## src/rtl/cache_fill_cwf_param.sv

```systemverilog
// rtl/cache_fill_fsm_param.sv - parametrised cache-line fill controller
//
// Purpose:
//   On a cache miss, issues one read per cycle for every word of the line to
//   a pipelined, in-order memory port. Each returning word is written into
//   the data array at its word index. The tag is written once the line is
//   complete.
//
// Optional feature:
//   Define CACHE_FILL_CWF_EN to enable critical-word-first ordering. The
//   missed word is then requested and written first, and the remaining words
//   wrap modulo the line. Without the macro, words are requested at
//   ascending offsets from the line base.
//
// Ports:
//   clk               in   clock, rising edge
//   rst               in   synchronous active-high reset
//   miss_detected     in   tag logic reports a miss on miss_address
//   miss_address      in   byte address that missed
//   fsm_busy          out  fill in progress (pipeline stall), combinational
//   memory_read       out  registered read request strobe
//   memory_address    out  registered byte address of the current request
//   memory_data       in   returned word (write data for the data array)
//   memory_data_valid in   memory_data valid this cycle
//   write_data_array  out  data-array write enable
//   fill_word_idx     out  data-array word index for write_data_array
//   write_tag_array   out  one-cycle tag-array write enable
module cache_fill_fsm_param #(
    parameter int ADDR_W          = 16,
    parameter int DATA_W          = 16,
    parameter int WORDS_PER_BLOCK = 8,
    parameter int BYTES_PER_WORD  = 2,
    localparam int IDX_W = $clog2(WORDS_PER_BLOCK),
    localparam int OFF_W = $clog2(WORDS_PER_BLOCK * BYTES_PER_WORD),
    localparam int BW_W  = $clog2(BYTES_PER_WORD)
) (
    input  logic              clk,
    input  logic              rst,
    input  logic              miss_detected,
    input  logic [ADDR_W-1:0] miss_address,
    output logic              fsm_busy,
    output logic              memory_read,
    output logic [ADDR_W-1:0] memory_address,
    input  logic [DATA_W-1:0] memory_data,
    input  logic              memory_data_valid,
    output logic              write_data_array,
    output logic [IDX_W-1:0]  fill_word_idx,
    output logic              write_tag_array
);

    // The request counter needs one extra bit to represent "all issued".
    localparam int REQ_W = IDX_W + 1;

    typedef enum logic [1:0] {
        S_IDLE,
        S_FILL,
        S_TAG
    } state_t;

    state_t             r_state;
    state_t             w_next;
    logic [ADDR_W-1:0]  r_base;
    logic [IDX_W-1:0]   r_start;
    logic [REQ_W-1:0]   r_req_cnt;
    logic [IDX_W-1:0]   r_rsp_cnt;

    logic [ADDR_W-1:0]  w_base_new;
    logic [IDX_W-1:0]   w_start_new;
    logic [IDX_W-1:0]   w_req_idx;
    logic               w_req_pending;
    logic               w_unused;

    // Word index -> byte offset within the line. The index is already
    // truncated modulo the line, so the line address bits are never touched.
    function automatic logic [ADDR_W-1:0] f_offset(input logic [IDX_W-1:0] idx);
        return {{(ADDR_W-IDX_W){1'b0}}, idx} << BW_W;
    endfunction

    assign w_base_new = {miss_address[ADDR_W-1:OFF_W], {OFF_W{1'b0}}};

`ifdef CACHE_FILL_CWF_EN
    assign w_start_new = miss_address[OFF_W-1:BW_W];
`else
    assign w_start_new = '0;
`endif

    assign w_req_idx     = r_start + r_req_cnt[IDX_W-1:0];
    assign w_req_pending = (r_req_cnt < REQ_W'(WORDS_PER_BLOCK));

    // memory_data is consumed by the data array directly; the low address
    // bits only matter when critical-word-first is enabled.
    assign w_unused = ^{memory_data, miss_address[OFF_W-1:0]};

    always_ff @(posedge clk) begin
        if (rst) begin
            r_state <= S_IDLE;
        end else begin
            r_state <= w_next;
        end
    end

    always_comb begin
        w_next           = r_state;
        fsm_busy         = 1'b0;
        write_data_array = 1'b0;
        write_tag_array  = 1'b0;
        fill_word_idx    = '0;
        case (r_state)
            S_IDLE: begin
                // Stall in the miss cycle itself, before the state changes.
                fsm_busy = miss_detected;
                if (miss_detected) begin
                    w_next = S_FILL;
                end
            end
            S_FILL: begin
                fsm_busy         = 1'b1;
                write_data_array = memory_data_valid;
                fill_word_idx    = r_start + r_rsp_cnt;
                if (memory_data_valid && (r_rsp_cnt == IDX_W'(WORDS_PER_BLOCK - 1))) begin
                    w_next = S_TAG;
                end
            end
            S_TAG: begin
                fsm_busy        = 1'b1;
                write_tag_array = 1'b1;
                w_next          = S_IDLE;
            end
            default: begin
                w_next = S_IDLE;
            end
        endcase
        // Keep every output quiet while reset is asserted.
        if (rst) begin
            fsm_busy         = 1'b0;
            write_data_array = 1'b0;
            write_tag_array  = 1'b0;
            fill_word_idx    = '0;
        end
    end

    always_ff @(posedge clk) begin
        if (rst) begin
            r_base         <= '0;
            r_start        <= '0;
            r_req_cnt      <= '0;
            r_rsp_cnt      <= '0;
            memory_read    <= 1'b0;
            memory_address <= '0;
        end else begin
            case (r_state)
                S_IDLE: begin
                    memory_read <= 1'b0;
                    if (miss_detected) begin
                        r_base         <= w_base_new;
                        r_start        <= w_start_new;
                        memory_read    <= 1'b1;
                        memory_address <= w_base_new | f_offset(w_start_new);
                        r_req_cnt      <= REQ_W'(1);
                        r_rsp_cnt      <= '0;
                    end
                end
                S_FILL: begin
                    if (w_req_pending) begin
                        memory_read    <= 1'b1;
                        memory_address <= r_base | f_offset(w_req_idx);
                        r_req_cnt      <= r_req_cnt + 1'b1;
                    end else begin
                        // Address holds its last value once all reads are out.
                        memory_read <= 1'b0;
                    end
                    if (memory_data_valid) begin
                        r_rsp_cnt <= r_rsp_cnt + 1'b1;
                    end
                end
                S_TAG: begin
                    memory_read <= 1'b0;
                    r_req_cnt   <= '0;
                    r_rsp_cnt   <= '0;
                end
                default: begin
                    memory_read <= 1'b0;
                end
            endcase
        end
    end

endmodule
```

## config.mk

```make
export PLATFORM = sky130hd
export DESIGN_NAME = cache_fill_fsm_param
export DESIGN_NICKNAME = d
export VERILOG_FILES = /design/src/rtl/cache_fill_cwf_param.sv
export SDC_FILE = /design/constraint.sdc
export NUM_CORES = 1
export LEC_CHECK = 0
export CORE_MARGIN = 5
export CORE_UTILIZATION = 49
export CTS_CLUSTER_SIZE = 28
export DETAILED_ROUTE_END_ITERATION = 10
export PLACE_DENSITY = 0.84
export SYNTH_ARGS = -nofsm -noshare
export SYNTH_HDL_FRONTEND = slang
export SYNTH_SLANG_ARGS = --single-unit
export TNS_END_PERCENT = 5
```

## constraint.sdc

```tcl
create_clock -name clk -period 3.5 [get_ports clk]
set_input_delay 0.7 -clock clk [delete_from_list [all_inputs] [get_ports clk]]
set_output_delay 0.7 -clock clk [all_outputs]
set_load 0.03 [all_outputs]
```

==> out/results.txt <==
PortBufs - 37
Max-slew violation total from the final report - 0
DRT iter0 DRCs - 163
Net Count, Synth - 254
Htree depth - 2
Sink Count - 37
Pin count of the biggest net entering global routing - 40
Syn. warnings - 0
Num ports - 59
Post-DR wirelength/cell - 13.9 um
Clock-pin slew on the worst setup and hold paths - 80 ps
Die height - 70.9 um
Initial antenna violation count - 0
Post-Syn Area - 0.00182 mm^2
Syn-to-layout area delta - 24.7%
Hold buffers post-CTS - 0
Via count - 1559
Detail Route Antenna Nets - 0
Final TNS setup - 0 ps
Max Clock Skew - 4.59 ps
Drt first pass iters - 4
Vias in the first global route - 1375
TritonCTS Buffers - 5
Fin crit period - 2870 ps
FF-to-FF path depth - 7
Pwr/cell area - 851 mW/mm^2
Worst EP arrival - 2170 ps
Sequential element share of the synthesized area - 40.7%
Initial Utilization - 50.0%
Mapped Cells - 209
Most common flop cell mapped by yosys - dfxtp_1
Seq. cell area - 741 um^2
Vias per Instance - 5.43
CP required - 2800 ps
GRT Util Overall - 15.3%
Mean Syn Cell Area - 8.70 um^2
Detailed Place HPWL - 2630 um
Cell Rows - 22
Fmax - 0.349 GHz
Aggregate routed wire length - 3990 um
Clk buf depth - 2
Hold Crit Class - reg -> reg
Crit path launch - rst
Die area - 0.00503 mm^2
Async set-reset flop share out of synthesis - 0%
Gpl congestion - 0.855
Maxcap violations - 0
CTS-repair resized insts - 0
Relative slew slack - 42.3%
Post-synth EDFFs - 0
First-pass GRT wire length - 6240 um
Critical Path Fanout Max - 4
Share of layout cells above drive strength 1 - 7.95%
Clk root buf - clkbuf_8
Antenna cell count - 0
RSZ-0062 raised after global routing - no
Critical path type - in -> out
Drt drc - 0
R2r endpoint - memory_address[13]
Startpoint types - input pin
Multi-input logic area - 968 um^2
Non-filler cells, final - 287
CP Capture Type - output port
Least-Margin Pin Slew - 859 ps
Final hold violation count - 0
Fillers - 323
P_leak - 0.865 nW
Outcome - finished clean
Core area - 0.00363 mm^2
Post-CTS Setup Bufs - 0
Setup-failing EPs final - 0
Flops & latches, synth - 37
Later-pin clock latency in the skew report - 280 ps
Final net count - 283
Die width - 70.9 um
Final worst-path cycle share - 81.9%
Gr ovfl total - 0
R2R Path Start - r_state[1]
Max IR drop VDD - 0.609 mV
Crit path capture - write_data_array
Register-to-register setup slack - 1060 ps
Netlist cell types - 36
Cell Count Post-Placement - 279
CTS tree - done
==> synth_stat cells (2+ instances only) <==
| cell type | n | share of area (%) |
|---|---|---|
| a211oi_1 | 12 | 5.0 |
| a21oi_1 | 22 | 6.1 |
| a31oi_1 | 13 | 4.5 |
| and2_1 | 5 | 1.7 |
| buf_2 | 9 | 2.5 |
| buf_4 | 2 | 0.83 |
| clkbuf_1 | 6 | 1.2 |
| dfxtp_1 | 37 | 41 |
| ha_1 | 9 | 6.2 |
| inv_1 | 3 | 0.62 |
| mux2i_1 | 12 | 6.6 |
| nand2_1 | 28 | 5.8 |
| nand2b_1 | 2 | 0.69 |
| nand3_1 | 6 | 1.7 |
| nor2_1 | 4 | 0.83 |
| nor2b_1 | 4 | 1.4 |
| nor3_1 | 5 | 1.4 |
| o21ai_0 | 3 | 0.83 |
| o31ai_1 | 7 | 2.9 |
| or4_1 | 4 | 1.7 |
==> area by class of cell <==
type / instances / area share, %
repair buffers: 41 / 17.2
flip-flops and latches: 37 / 32.7
clock inverters: 2 / 0.607
inverters: 3 / 0.497
clock buffers: 6 / 3.64
multi-input cells: 150 / 42.7
well taps: 48 / 2.65
==> worst min-delay path by stage <==
stage                           from  slack (ps)  cells after the start    endpoint
after floorplan           r_base[10]         440                      2  r_base[10]
after global placement    r_base[12]         440                      2  r_base[12]
after detailed placement  r_base[13]         450                      2  r_base[13]
after CTS                 r_base[13]         460                      2  r_base[13]
after global routing       r_base[9]         470                      2   r_base[9]
final                     r_base[15]         450                      2  r_base[15]
==> flip-flops by register name (all words and copies together) (netlist names) <==
register        flops
r_base             12
r_req_cnt           4
r_state             2
memory_read         1
r_rsp_cnt           3
memory_address     15
==> critical path, stage by stage <==
cell and delay, ps:
clkdlybuf4s50_1 410, nor2b_1 220, and2_1 170, clkdlybuf4s50_1 660
==> per-stage QoR <==
stage / power, mW / hold slack, ps / utilization (%) / setup WS, ps / instance area (um^2)
detailed placement: 1.62 / 446 / 59.7 / 631 / 2170
floorplan: 1.33 / 436 / - / 1200 / 1820
global route: 2.05 / 467 / 62.4 / 571 / 2270
CTS: 1.94 / 457 / 62.4 / 635 / 2270
finish: 1.93 / 455 / 62.4 / 633 / 2270
global placement: 1.59 / 441 / 59.7 / 673 / 2170
==> cells in the final DEF, fill, tap and decap left out, types with 6 or more instances in the layout <==
master,instances
nand2_1,28
dfxtp_1,37
o31ai_1,7
clkdlybuf4s50_1,33
a31oi_1,13
a211oi_1,12
buf_4,8
a21oi_1,22
clkbuf_8,6
mux2i_1,12
nand3_1,6
ha_1,9
==> cell families (layout without fill, tap and decap cells) <==
group	after synthesis	count (layout)	share of synthesized area (%)
adder cells (fa/ha/maj)	9	9	6.19
AO/OA/AOI/OAI	61	61	21.1
buffers and inverters	22	52	5.99
other	1	1	0.206
AND/OR/NAND/NOR	67	67	19.1
multiplexers	12	12	6.61
flip-flops	37	37	40.7
==> power by group <==
part           internal, mW  switching (mW)  total, mW
Combinational         0.404           0.597       1.00
Sequential            0.541          0.0749      0.616
Clock                 0.160           0.153      0.312
Total                  1.10           0.825       1.93
==> routing by layer <==
| metal | up-vias | part of all wire (%) | track usage [%] | wire length, um |
|---|---|---|---|---|
| met5 | - | 0 | 0 | 0 |
| met4 | 0 | 0.90 | 5.22 | 36 |
| met3 | 2 | 4.5 | 3.41 | 179 |
| met2 | 32 | 48 | 25.1 | 1930 |
| met1 | 709 | 46 | 19.9 | 1840 |
| li1 | 816 | - | - | - |
No activity file was read; power rests on OpenSTA's default activity.
